`config.mk`:
```
export PLATFORM = sky130hd
export DESIGN_NAME = imm_gen_pipe_flat
export DESIGN_NICKNAME = d
export VERILOG_FILES = /design/src/rtl/imm_gen_pipe_if.sv /design/src/rtl/imm_gen_pipe.sv /design/src/flat_wrapper.sv
export SDC_FILE = /design/constraint.sdc
export NUM_CORES = 1
export LEC_CHECK = 0
export ABC_CLOCK_PERIOD_IN_PS = 2500
export CORE_UTILIZATION = 36
export CTS_BUF_LIST = sky130_fd_sc_hd__clkbuf_16
export CTS_CLUSTER_SIZE = 14
export DETAILED_ROUTE_END_ITERATION = 10
export GPL_TIMING_DRIVEN = 1
export PLACE_DENSITY = 0.61
export SLEW_MARGIN = 15
export SYNTH_ARGS = -nofsm -noshare
export SYNTH_HDL_FRONTEND = slang
export SYNTH_SLANG_ARGS = --single-unit
```
`constraint.sdc`:
```
create_clock -name clk -period 2.5 [get_ports clk]
set_input_delay 0.75 -clock clk [delete_from_list [all_inputs] [get_ports clk]]
set_output_delay 0.75 -clock clk [all_outputs]
set_load 0.02 [all_outputs]
```
`src/rtl/imm_gen_pipe_if.sv`:
```
// ---------------------------------------------------------------------------
// imm_gen_pipe_if
//
// Purpose: bundles the upstream (decode register) and downstream (ID/EX
// register) valid/ready handshakes of imm_gen_pipe into one interface.
//
// Parameters:
//   XLEN  - datapath width of the extended immediate (32 or 64)
//   TAG_W - width of the sideband tag carried with each result
//
// Signals:
//   in_valid    producer -> block  instruction/imm_sel/tag_in are valid
//   in_ready    block -> producer  block can accept an entry this cycle
//   instruction producer -> block  raw 32-bit instruction word
//   imm_sel     producer -> block  immediate format select
//   tag_in      producer -> block  sideband tag, passed through unmodified
//   out_valid   block -> consumer  imm_out/tag_out/shamt_err are valid
//   out_ready   consumer -> block  consumer accepts the output this cycle
//   imm_out     block -> consumer  extended immediate
//   tag_out     block -> consumer  tag associated with imm_out
//   shamt_err   block -> consumer  illegal shift amount for XLEN=32
//
// Modports:
//   slave  - the immediate generator itself
//   master - the surrounding pipeline (producer and consumer side)
// ---------------------------------------------------------------------------
interface imm_gen_pipe_if #(
    parameter int XLEN  = 32,
    parameter int TAG_W = 32
);
    logic             in_valid;
    logic             in_ready;
    logic [31:0]      instruction;
    logic [2:0]       imm_sel;
    logic [TAG_W-1:0] tag_in;
    logic             out_valid;
    logic             out_ready;
    logic [XLEN-1:0]  imm_out;
    logic [TAG_W-1:0] tag_out;
    logic             shamt_err;

    modport slave (
        input  in_valid, instruction, imm_sel, tag_in, out_ready,
        output in_ready, out_valid, imm_out, tag_out, shamt_err
    );

    modport master (
        output in_valid, instruction, imm_sel, tag_in, out_ready,
        input  in_ready, out_valid, imm_out, tag_out, shamt_err
    );
endinterface

```
`src/rtl/imm_gen_pipe.sv`:
```
// ---------------------------------------------------------------------------
// imm_gen_pipe
//
// Purpose: registered immediate generator for the decode stage. Extracts and
// extends every RV32I/RV64I immediate format (I, S, B, U, J, shift amount,
// CSR zimm) to XLEN bits and carries a caller tag alongside each result
// through a 2-entry skid buffer (output register + skid register) with
// valid/ready handshakes on both sides. Output order is strict FIFO.
//
// Parameters:
//   XLEN  - datapath width, 32 or 64
//   TAG_W - sideband tag width
//
// Ports:
//   clk     in   rising-edge clock
//   reset_n in   asynchronous active-low reset (release must be synchronised
//                externally)
//   flush   in   synchronous; drops every buffered entry and any entry
//                offered in the same cycle
//   bus     slave modport of imm_gen_pipe_if (handshakes, data, tag)
// ---------------------------------------------------------------------------
module imm_gen_pipe #(
    parameter int XLEN  = 32,
    parameter int TAG_W = 32
) (
    input  logic           clk,
    input  logic           reset_n,
    input  logic           flush,
    imm_gen_pipe_if.slave  bus
);

    localparam logic [2:0] SEL_I     = 3'b000;
    localparam logic [2:0] SEL_S     = 3'b001;
    localparam logic [2:0] SEL_B     = 3'b010;
    localparam logic [2:0] SEL_U     = 3'b011;
    localparam logic [2:0] SEL_J     = 3'b100;
    localparam logic [2:0] SEL_SHAMT = 3'b101;
    localparam logic [2:0] SEL_CSRZ  = 3'b110;

    // Occupancy encoded directly as {sk_valid, or_valid}; 2'b10 cannot occur
    // because the skid register only fills while the output register is full.
    typedef enum logic [1:0] {
        ST_EMPTY = 2'b00,
        ST_ONE   = 2'b01,
        ST_FULL  = 2'b11
    } state_t;

    state_t           cur_state;

    logic             or_valid_q, or_valid_d;
    logic             sk_valid_q, sk_valid_d;
    logic             in_ready_q;

    logic [XLEN-1:0]  or_imm_q,  sk_imm_q;
    logic [TAG_W-1:0] or_tag_q,  sk_tag_q;
    logic             or_err_q,  sk_err_q;

    logic             accept;
    logic             handoff;
    logic             load_or;
    logic             load_sk;
    logic             move_sk;

    logic [63:0]      imm_wide;
    logic [XLEN-1:0]  imm_next;
    logic             err_next;
    logic             sign_bit;

    logic             unused_bits;

    // The opcode field is never inspected and the upper half of the wide
    // immediate is dropped when XLEN=32.
    assign unused_bits = ^{bus.instruction[6:0], imm_wide};

    // Immediate extraction. Everything is built at 64 bits with the sign bit
    // replicated, then truncated to XLEN. This naturally gives U-type its
    // "sign extend above bit 31 only on RV64" behaviour.
    always_comb begin
        imm_wide = '0;
        err_next = 1'b0;
        sign_bit = bus.instruction[31];
        case (bus.imm_sel)
            SEL_I: imm_wide = {{52{sign_bit}}, bus.instruction[31:20]};
            SEL_S: imm_wide = {{52{sign_bit}}, bus.instruction[31:25],
                               bus.instruction[11:7]};
            SEL_B: imm_wide = {{52{sign_bit}}, bus.instruction[7],
                               bus.instruction[30:25], bus.instruction[11:8],
                               1'b0};
            SEL_U: imm_wide = {{32{sign_bit}}, bus.instruction[31:12], 12'h000};
            SEL_J: imm_wide = {{44{sign_bit}}, bus.instruction[19:12],
                               bus.instruction[20], bus.instruction[30:21],
                               1'b0};
            SEL_SHAMT: begin
                // On RV32 bit 25 must be zero for a legal shift; report it
                // instead of folding it into the amount.
                if (XLEN == 32) begin
                    imm_wide = {59'd0, bus.instruction[24:20]};
                    err_next = bus.instruction[25];
                end else begin
                    imm_wide = {58'd0, bus.instruction[25:20]};
                end
            end
            SEL_CSRZ: imm_wide = {59'd0, bus.instruction[19:15]};
            default:  imm_wide = '0;
        endcase
    end

    assign imm_next = imm_wide[XLEN-1:0];

    assign accept  = bus.in_valid && in_ready_q;
    assign handoff = or_valid_q && bus.out_ready;

    // Next-state and datapath steering for the skid buffer. Flush overrides
    // everything: both valid bits drop and nothing is loaded.
    always_comb begin
        cur_state  = state_t'({sk_valid_q, or_valid_q});
        or_valid_d = or_valid_q;
        sk_valid_d = sk_valid_q;
        load_or    = 1'b0;
        load_sk    = 1'b0;
        move_sk    = 1'b0;
        if (flush) begin
            or_valid_d = 1'b0;
            sk_valid_d = 1'b0;
        end else begin
            case (cur_state)
                ST_EMPTY: begin
                    if (accept) begin
                        or_valid_d = 1'b1;
                        load_or    = 1'b1;
                    end
                end
                ST_ONE: begin
                    if (accept && handoff) begin
                        load_or = 1'b1;
                    end else if (accept) begin
                        sk_valid_d = 1'b1;
                        load_sk    = 1'b1;
                    end else if (handoff) begin
                        or_valid_d = 1'b0;
                    end
                end
                ST_FULL: begin
                    if (handoff) begin
                        sk_valid_d = 1'b0;
                        move_sk    = 1'b1;
                    end
                end
                default: begin
                    or_valid_d = 1'b0;
                    sk_valid_d = 1'b0;
                end
            endcase
        end
    end

    // Valid bits plus a dedicated in_ready flop, so in_ready never has a
    // combinational path from out_ready.
    always_ff @(posedge clk or negedge reset_n) begin
        if (!reset_n) begin
            or_valid_q <= 1'b0;
            sk_valid_q <= 1'b0;
            in_ready_q <= 1'b1;
        end else begin
            or_valid_q <= or_valid_d;
            sk_valid_q <= sk_valid_d;
            in_ready_q <= !sk_valid_d;
        end
    end

    // Output register: new data when the buffer streams straight through,
    // otherwise the skid entry moves up when the consumer drains the head.
    always_ff @(posedge clk or negedge reset_n) begin
        if (!reset_n) begin
            or_imm_q <= '0;
            or_tag_q <= '0;
            or_err_q <= 1'b0;
        end else if (load_or) begin
            or_imm_q <= imm_next;
            or_tag_q <= bus.tag_in;
            or_err_q <= err_next;
        end else if (move_sk) begin
            or_imm_q <= sk_imm_q;
            or_tag_q <= sk_tag_q;
            or_err_q <= sk_err_q;
        end
    end

    // Skid register: catches the entry accepted while the head is stalled.
    always_ff @(posedge clk or negedge reset_n) begin
        if (!reset_n) begin
            sk_imm_q <= '0;
            sk_tag_q <= '0;
            sk_err_q <= 1'b0;
        end else if (load_sk) begin
            sk_imm_q <= imm_next;
            sk_tag_q <= bus.tag_in;
            sk_err_q <= err_next;
        end
    end

    assign bus.in_ready  = in_ready_q;
    assign bus.out_valid = or_valid_q;
    assign bus.imm_out   = or_imm_q;
    assign bus.tag_out   = or_tag_q;
    assign bus.shamt_err = or_err_q;

endmodule

```
`src/flat_wrapper.sv`:
```
// flat-port wrapper written by rule: the top's interface ports become plain ports
module imm_gen_pipe_flat 
#(
    parameter int XLEN  = 32,
    parameter int TAG_W = 32
)
  (clk, reset_n, flush, bus_in_valid, bus_instruction, bus_imm_sel, bus_tag_in, bus_out_ready, bus_in_ready, bus_out_valid, bus_imm_out, bus_tag_out, bus_shamt_err);
  imm_gen_pipe_if #(.XLEN(XLEN), .TAG_W(TAG_W)) bus_i ();
  input  logic clk;
  input  logic reset_n;
  input  logic flush;
  input wire logic [$bits(bus_i.in_valid)-1:0] bus_in_valid;
  input wire logic [$bits(bus_i.instruction)-1:0] bus_instruction;
  input wire logic [$bits(bus_i.imm_sel)-1:0] bus_imm_sel;
  input wire logic [$bits(bus_i.tag_in)-1:0] bus_tag_in;
  input wire logic [$bits(bus_i.out_ready)-1:0] bus_out_ready;
  output wire logic [$bits(bus_i.in_ready)-1:0] bus_in_ready;
  output wire logic [$bits(bus_i.out_valid)-1:0] bus_out_valid;
  output wire logic [$bits(bus_i.imm_out)-1:0] bus_imm_out;
  output wire logic [$bits(bus_i.tag_out)-1:0] bus_tag_out;
  output wire logic [$bits(bus_i.shamt_err)-1:0] bus_shamt_err;
  assign bus_i.in_valid = bus_in_valid;
  assign bus_i.instruction = bus_instruction;
  assign bus_i.imm_sel = bus_imm_sel;
  assign bus_i.tag_in = bus_tag_in;
  assign bus_i.out_ready = bus_out_ready;
  assign bus_in_ready = bus_i.in_ready;
  assign bus_out_valid = bus_i.out_valid;
  assign bus_imm_out = bus_i.imm_out;
  assign bus_tag_out = bus_i.tag_out;
  assign bus_shamt_err = bus_i.shamt_err;
  imm_gen_pipe #(.XLEN(XLEN), .TAG_W(TAG_W)) u_core (.clk(clk), .reset_n(reset_n), .flush(flush), .bus(bus_i));
endmodule
```
==> metrics, run 1 <==
clk slew on worst S/H paths approximately 0.06 ns; antenna-violating nets left 0; crit path DAT 2.71 ns; pin count of the biggest net entering global routing 70; Layout area overhead 36.2%; PortBufs between 100 and 150; final count of pins violating max slew 0; number of antenna diodes 0; CP max stage delay 0.67 ns; CP Max Fanout 20; Vias/cell between 5 and 6; Yosys top cell area share 0.535; Main synth FF type dfrtp_1; Max Freq 424 MHz; maximum vdd ir drop about 0.45 mV; CTS H-tree lvls 4; drt first pass iters 7; Final Cycle Share 0.944; leakage power 4.11 nW; Hold WC Path Type in2async; nature of the critical path endpoint register; post-CTS sizing 0; Cell Area, Synth a little over 0.006 mm2; DRT iter0 DRCs 236; vias in the first global route 4958; clock latency on the worst-skew pair 0.41 ns; total of max-cap violations 0; die span in y 133 um; clock sinks 133; Final Power slightly below 0.007 W; register bit count reported by yosys 133; Post-synth EDFFs 0; gr usage total 0.187; placer congestion estimate 0.774; Remaining DRCs 0; Worst Clk Skew 0.0110 ns; post-layout min period 2.36 ns; Required @ worst endpoint between 2 and 3 ns; Cells after Synth 532; Total Wirelength 15.9 mm; row count 47; clock tree from TritonCTS built; Post-layout nets around 750; Least-Margin Pin Slew about 0.9 ns; root buffer cell clkbuf_16; PwrDens ~820 mW/mm2; initial cell density of the core 0.371; CP max-delay cell nor2b_1; Core Area around 0.017 mm2; fill count 1442; worst rel slew slack 0.390; Setup Buffers After CTS 0; via count 4701; most frequent cells after synthesis dfrtp_1 (132), nand2_1 (90), mux2_4 (51), a22oi_1 (33), a21o_1 (31); Avg WL per Cell 17.6 um; CP Buf/Inv Count 2; Clock Path Buffers 2; CTS buffer count 17; RSZ-0062 raised after global routing no; yosys warns 0; synth unique cells 39; initial antenna violation count 0; worst-path cell chain clkdlybuf4s50_1 > buf_4 > nor2b_1 > a21oi_1 > o22ai_1 > mux2_4; sequential cell area fraction in the yosys report 0.539; cell taking the most area after synthesis dfrtp_1; CP Class in2reg; layout cell share with drive strength beyond 1 0.177; most common cell in the netlist dfrtp_1; status completed; kind of cell adding the most delay to the critical path simple AND/OR/NAND/NOR gates; top area cells in the synthesized netlist dfrtp_1 (54%), mux2_4 (12%), nand2_1 (5.5%); GR Overflow Total 0; syn nets a little over 600; number of hold buffers added after cts 0; Die ar. 0.0177 mm2; crit path launch type input port; Fin Setup TNS 0 ns; mean post-synth cell area 11.6 um2; global-route wire length before repair 25.8 mm; IO Pins 139; ys async rst share 1.00; # setup viols final 0; Die Wd 133 um; detailed placement HPWL 10.4 mm; Final Hold Fails 0
==> logic make-up after synthesis <==
| family | synth area share |
|---|---|
| simple gates | 0.103 |
| compound gates | 0.175 |
| buf+inv | 0.0487 |
| mux | 0.132 |
| fa+ha+maj | 0.00162 |
| flops | 0.539 |
==> worst paths after layout <==
path | endpoint | depth (start not counted) | start | slack (ns)
min in group clk | u_core.bus.tag_out[18]$_DFFE_PN0P_ | 2 | u_core.bus.tag_out[18]$_DFFE_PN0P_ | 0.47
hold / removal | u_core.bus.tag_out[22]$_DFFE_PN0P_ | 1 | reset_n | 0.31
setup reg to reg | u_core.sk_tag_q[29]$_DFFE_PN0P_ | 4 | u_core.bus.out_valid$_DFFE_PN0P_ | 0.71
max in group asynchronous | u_core.sk_imm_q[11]$_DFFE_PN0P_ | 2 | reset_n | 1.52
hold reg to reg | u_core.bus.tag_out[18]$_DFFE_PN0P_ | 2 | u_core.bus.tag_out[18]$_DFFE_PN0P_ | 0.47
setup / recovery | u_core.sk_imm_q[16]$_DFFE_PN0P_ | 6 | bus_imm_sel[1] | 0.14
==> per-layer routing <==
layer / part of all wire / vias to the layer above / wire, um / track usage
met1: 0.46 / 2387 / 7380 / 0.247
li1: - / 2177 / - / -
met5: 0 / - / 0 / 0
met2: 0.48 / 129 / 7630 / 0.300
met3: 0.050 / 8 / 794 / 0.0533
met4: 0.0064 / 0 / 102 / 0.0511
==> registers in the layout (all words and copies together), names as in the netlist <==
signal / count
u_core.sk_imm_q: 32
u_core.bus.imm_out: 32
u_core.sk_tag_q: 32
u_core.bus.in_ready: 1
u_core.sk_valid_q: 1
u_core.bus.out_valid: 1
u_core.bus.shamt_err: 1
u_core.sk_err_q: 1
u_core.bus.tag_out: 32
==> area by class of cell <==
| class | count | area, um2 | area share |
|---|---|---|---|
| clock buffer | 17 | 425 | 0.0506 |
| clock inverter | 14 | 138 | 0.0164 |
| inverter | 5 | 18.8 | 0.00223 |
| multi-input combinational | 351 | 2550 | 0.304 |
| sequential | 133 | 3330 | 0.396 |
| tap | 220 | 275 | 0.0327 |
| timing repair buffer | 165 | 1670 | 0.198 |
==> worst reg2reg max path, stage by stage, from the launching register on <==
cell     delay, ns
dfrtp_1       0.41
or3b_1        0.38
or2_4         0.33
buf_12        0.20
mux2_4        0.36
==> power by group <==
part	switching [W]	total (W)	internal, W
clock network	0.000937	0.00239	0.00145
logic	0.000715	0.00162	0.000907
registers	0.000255	0.00285	0.00259
==> placed cells by master, fill, tap and decap left out, drive strengths merged, types with 20 or more instances in the layout <==
cell | netlist | routed
dfrtp | 132 | 132
clkdlybuf4s50 | 0 | 130
nand2 | 90 | 90
mux2 | 51 | 51
buf | 28 | 35
a22oi | 33 | 33
a21o | 31 | 31
a21oi | 27 | 27
a22o | 20 | 20
o21ai | 20 | 20
==> stage by stage <==
stage	worst slack [ns]	std cells	util	cell area (um2)	hold slack (ns)
after floorplan	0.443	532	-	6170	0.450
after global placement	-0.193	874	0.471	7850	0.460
after detailed placement	-0.250	874	0.471	7850	0.462
after CTS	0.177	905	0.505	8410	0.330
after global routing	0.0322	905	0.505	8410	0.337
final	0.139	905	0.505	8410	0.314
Power figures use the tool's default switching activity.
==> run 2, diff against run 1 <==
--- a/config.mk
+++ b/config.mk
@@ -6,12 +6,12 @@
 export NUM_CORES = 1
 export LEC_CHECK = 0
 export ABC_CLOCK_PERIOD_IN_PS = 2500
-export CORE_UTILIZATION = 36
+export CORE_UTILIZATION = 55
 export CTS_BUF_LIST = sky130_fd_sc_hd__clkbuf_16
-export CTS_CLUSTER_SIZE = 14
+export CTS_CLUSTER_SIZE = 10
 export DETAILED_ROUTE_END_ITERATION = 10
 export GPL_TIMING_DRIVEN = 1
-export PLACE_DENSITY = 0.61
+export PLACE_DENSITY = 0.87
 export SLEW_MARGIN = 15
 export SYNTH_ARGS = -nofsm -noshare
 export SYNTH_HDL_FRONTEND = slang
==> run 2 against run 1 <==
Clock-buffer cell count is the same. Final area down 2.3%. Global-route usage grew 8.8 points. Core utilization rose by 25 points. Register-to-register slack lost 0.08 ns. Non-clock buffer count decreased by 9. Flip-flop and latch count is the same. Clock skew down 0.0046 ns. Combinational power about the same. Via count is 1.7% higher. Clock power is 2% lower. Critical path type unchanged. Highest routed layer unchanged.
==> metrics, run 2 (synthesis gave the netlist of run 1 again) <==
post-CTS sizing 0; Final Hold Fails 0; Avg WL per Cell 18.6 um; antenna-violating nets left 0; final count of pins violating max slew 0; clock sinks 133; crit path launch type input port; Worst Clk Skew 0.00636 ns; CP Buf/Inv Count 3; status completed; FF/Latch Area ~0.0033 mm2; post-layout min period 2.33 ns; R2R setup slack 0.63 ns; worst rel slew slack 0.426; Total Wirelength 15.2 mm; Max Freq 429 MHz; dpl cell area 0.00766 mm2; die span in y about 110 um; # setup viols final 0; PwrDens 829 mW/mm2; crit path DAT 2.66 ns; Post-layout nets 736; Hold WC Path Type in2async; CP Class in2reg; gr usage total 0.275; maximum vdd ir drop between 0.4 and 0.5 mV; CP most frequent cell buf_4; CTS buffer count 17; worst-path cell chain clkdlybuf4s50_1 > buf_4 > nor2b_1 > a221oi_1 > buf_4 > o21ai_0; root buffer cell clkbuf_16; number of antenna diodes 0; multi-input logic area 0.00255 mm2; detailed placement HPWL 9.88 mm; CP max stage delay 0.67 ns; CP max-delay cell nor2b_1; GR Overflow Total 0; DRT iter0 DRCs 408; Remaining DRCs 0; final instance area 0.00822 mm2; layout cell share with drive strength beyond 1 0.167; Setup Buffers After CTS 0; global-route wire length before repair 24.4 mm; fill count 689; most frequent cells in the layout dfrtp_1 (132), clkdlybuf4s50_1 (130), nand2_1 (90), mux2_4 (51), a22oi_1 (33); vias in the first global route just under 5000; via count 4781; RSZ-0062 raised after global routing no; Fin Setup TNS 0 ns; placer congestion estimate 0.823; row count 38; CTS H-tree lvls 4; Layout area overhead 33.1%; Least-Margin Pin Slew between 0.8 and 0.9 ns; Die Wd 108 um; initial cell density of the core 0.567; CP Max Fanout 13; PortBufs 131; clock latency on the worst-skew pair 0.41 ns; clk slew on worst S/H paths 0.06 ns; IO Pins 139; commonest non-fill, non-tap cell in the layout dfrtp_1; Die ar. 0.0117 mm2; Clock Path Buffers 2; number of hold buffers added after cts 0; clock tree from TritonCTS built; Core Area between 0.01 and 0.015 mm2; kind of cell adding the most delay to the critical path buffers and inverters; drt first pass iters 5; leakage power 4.04 nW; Final Cycle Share 0.933; initial antenna violation count 0; Required @ worst endpoint 2.82 ns; Vias/cell 5.85; nature of the critical path endpoint register; pin count of the biggest net entering global routing 70; total of max-cap violations 0
==> run 2: final cells by class <==
cell class / count / area share
inverters: 5 / 0.00228
flip-flops and latches: 133 / 0.405
clock inverters: 15 / 0.0160
well taps: 140 / 0.0213
repair buffers: 156 / 0.193
multi-input cells: 351 / 0.311
clock buffers: 17 / 0.0518
==> run 2: metal layers <==
layer / routed length, um / part of all wire / track usage / up-vias
met4: 255 / 0.017 / 0.0969 / 0
met1: 6560 / 0.43 / 0.374 / 2375
met5: 0 / 0 / 0 / -
met2: 7320 / 0.48 / 0.433 / 211
li1: - / - / - / 2165
met3: 1080 / 0.071 / 0.0669 / 30
==> run 2: report_power, final <==
part | leakage [nW] | switching (W) | internal [W] | total [W]
clock network | 0.265 | 0.000967 | 0.00137 | 0.00234
logic | 2.11 | 0.000725 | 0.000899 | 0.00162
registers | 1.67 | 0.000264 | 0.00259 | 0.00286
==> run 2: final timing paths <==
| check | from | to | depth (start not counted) |
|---|---|---|---|
| max | bus_imm_sel[1] | u_core.sk_imm_q[2]$_DFFE_PN0P_ | 6 |
| min | reset_n | u_core.bus.tag_out[5]$_DFFE_PN0P_ | 1 |
| max reg2reg | u_core.bus.in_ready$_DFF_PN1_ | u_core.bus.tag_out[10]$_DFFE_PN0P_ | 5 |
| min reg2reg | u_core.bus.tag_out[13]$_DFFE_PN0P_ | u_core.bus.tag_out[13]$_DFFE_PN0P_ | 2 |
| max in group asynchronous | reset_n | u_core.sk_tag_q[14]$_DFFE_PN0P_ | 2 |
| min in group clk | u_core.bus.tag_out[13]$_DFFE_PN0P_ | u_core.bus.tag_out[13]$_DFFE_PN0P_ | 2 |
==> run 2: metrics by stage <==
step / std cells / utilization / hold WS (ns) / total power, W / worst slack, ns
2_1_floorplan: 532 / - / 0.450 / 0.00374 / 0.443
3_3_place_gp: 785 / 0.704 / 0.459 / 0.00440 / -0.177
3_5_place_dp: 785 / 0.704 / 0.462 / 0.00449 / -0.205
4_1_cts: 817 / 0.755 / 0.286 / 0.00685 / 0.178
5_1_grt: 817 / 0.755 / 0.306 / 0.00709 / 0.0257
6_report: 817 / 0.755 / 0.281 / 0.00681 / 0.168
==> edit, RTL diff (flow settings as in run 1) <==
`XLEN` is set to 32 in 3 places; all go to 24. Comments in the files are not updated.
--- a/src/rtl/imm_gen_pipe_if.sv
+++ b/src/rtl/imm_gen_pipe_if.sv
@@ -25,7 +25,7 @@
 //   master - the surrounding pipeline (producer and consumer side)
 // ---------------------------------------------------------------------------
 interface imm_gen_pipe_if #(
-    parameter int XLEN  = 32,
+    parameter int XLEN  = 24,
     parameter int TAG_W = 32
 );
     logic             in_valid;
--- a/src/rtl/imm_gen_pipe.sv
+++ b/src/rtl/imm_gen_pipe.sv
@@ -20,7 +20,7 @@
 //   bus     slave modport of imm_gen_pipe_if (handshakes, data, tag)
 // ---------------------------------------------------------------------------
 module imm_gen_pipe #(
-    parameter int XLEN  = 32,
+    parameter int XLEN  = 24,
     parameter int TAG_W = 32
 ) (
     input  logic           clk,
--- a/src/flat_wrapper.sv
+++ b/src/flat_wrapper.sv
@@ -1,7 +1,7 @@
 // flat-port wrapper written by rule: the top's interface ports become plain ports
 module imm_gen_pipe_flat 
 #(
-    parameter int XLEN  = 32,
+    parameter int XLEN  = 24,
     parameter int TAG_W = 32
 )
   (clk, reset_n, flush, bus_in_valid, bus_instruction, bus_imm_sel, bus_tag_in, bus_out_ready, bus_in_ready, bus_out_valid, bus_imm_out, bus_tag_out, bus_shamt_err);
Ports: changed (resized bus_imm_out); port bits go from 139 to 131. No check against the original RTL was run, so the function may have changed too.
==> edit against run 1 <==
- worst setup slack improved by 22 ps
- wire length decreased by 15%
- via count decreased by 12%
- die area decreased by 14%
- synthesized area decreased by 15%
- combinational power decreased by 17%
- non-clock buffer count decreased by 20
- sequential cell count decreased by 18
- global-route usage increased by 0.28 points
- worst hold slack improved by 31 ps
- total power decreased by 9.3%
- design area decreased by 13%
- largest power group unchanged
- highest routed layer unchanged
==> edit: results (changes against run 1) <==
run_status:
  run_status: "finished clean"
setup_path:
  start_kind: "flip-flop"
  timing.critical_path.to: "bus_in_ready"
  cp_slowest_cell: "clkdlybuf4s50_1"
  arrival_ps: 1590  # -1120 ps
  regToRegStartpoint: "u_core.bus.in_ready"
  cp_top_family: "buffers and inverters"
  crit-reg2reg-capture: "u_core.sk_tag_q[25]"
  worstPathMaxFanout: 2  # -90%
  critPathMaxStageDelay_ps: 620  # -50 ps
power_and_ir_drop:
  ir_worst_vdd_mv: 0.498  # +10%
  leakage_nw: 3.43  # -17%
  power_density_nw_per_um2: 848  # +4.0%
placement:
  dpl.hpwl_um: 9000  # -13%
  portBuffers: 122  # -6.9%
  place.gp.congestion: 0.836  # +8.0%
  worst_case_setup_slack_after_placement_ps: 15.9  # +266 ps
  placed_cell_area_um2: 6740  # -14%
drt:
  totalWireLength_um: 13500  # -15%
  number_of_iterations_in_the_first_detailed_routing_pass: 7  # unchanged
  first_iter_violations: 273  # +16%
  via_count: 4120  # -12%
global_routing:
  track_usage_pct: 19.0  # +0.28 points
  maximum_number_of_pins_on_one_net_before_global_route_repair: 53  # -24%
  via_count_of_the_first_global_routing_pass: 4238  # -15%
  grt_first_pass_wirelength_um: 21700  # -16%
finish:
  final_layout_size_suffix_gt1_share_pct: 15.9  # -1.7 points
  instances_no_fill: 789  # -13%
  layout.filler_cells: 1267  # -12%
clocking:
  cts_max_level: 4  # unchanged
  cts-root-buf: "clkbuf_16"
  tritoncts.num_buffers: 17  # unchanged
  post_cts.resized_instances: 0  # unchanged
logic_synthesis:
  synth_cells: 469  # -12%
  synth_sequential_area_ratio_pct: 54.6  # +0.69 points
  synth_cell_types: 36  # -7.7%
  netlist_top_cells_area: "dfrtp_1 54%, mux2_4 11%, nand2_1 6.6%, a22oi_1 6.4%, o21ai_1 2.4%"
  synthTopCellsByCount: "114 x dfrtp_1, 92 x nand2_1, 45 x a22oi_1, 37 x mux2_4, 25 x o21ai_1"
  yosys.area.top_type_share_pct: 54.1  # +0.61 points
  synth_fp_nets: 541  # -10%
sta:
  timing.max_slew.rel_slack_pct: 59.6  # +21 points
  fin_skew_ps: 8.19  # -2.81 ps
  layout_min_cycle_time_ps: 2340  # -21.5 ps
## edit: cell families (layout without fill, tap and decap cells)
kind of cell | Yosys count | count (layout) | share of synthesized area (%)
AO/OA/AOI/OAI | 136 | 136 | 17.5
adder cells (fa/ha/maj) | 1 | 1 | 0.190
buffers and inverters | 40 | 180 | 4.94
flip-flops | 115 | 115 | 54.6
other | 1 | 1 | 0.0712
multiplexers | 41 | 41 | 11.3
AND/OR/NAND/NOR | 135 | 135 | 11.4
## edit: how the worst min path moves through the flow
stage                           start                      to  slack, ps  cells past startpoint
2_1_floorplan                 reset_n   u_core.bus.imm_out[0]        450                      0
3_5_place_dp   u_core.bus.tag_out[21]  u_core.bus.tag_out[21]        460                      2
6_report                      reset_n      u_core.sk_tag_q[9]        350                      1
3_3_place_gp   u_core.bus.tag_out[10]  u_core.bus.tag_out[10]        460                      2
5_1_grt                       reset_n      u_core.sk_tag_q[1]        390                      1
4_1_cts                       reset_n     u_core.sk_tag_q[29]        360                      1
## edit: layout make-up
class,count,share of cell area [%]
clock buffers,17,5.80
clock inverters,15,2.29
inverters,3,0.154
multi-input cells,314,29.2
flip-flops and latches,115,39.3
well taps,180,3.07
repair buffers,145,20.2
## edit: power by group
part / internal (mW) / switching, mW
Combinational: 0.741 / 0.603
Sequential: 2.24 / 0.223
Clock: 1.55 / 0.856
## edit: routing by layer
layer | GRT usage [%] | wire length [µm] | up-vias | share of wire (%)
li1 | - | - | 1925 | -
met1 | 25.2 | 6180 | 2043 | 46
met2 | 29.7 | 6300 | 146 | 47
met3 | 5.77 | 919 | 6 | 6.8
met4 | 6.10 | 62 | 0 | 0.46
met5 | 0 | 0 | - | 0
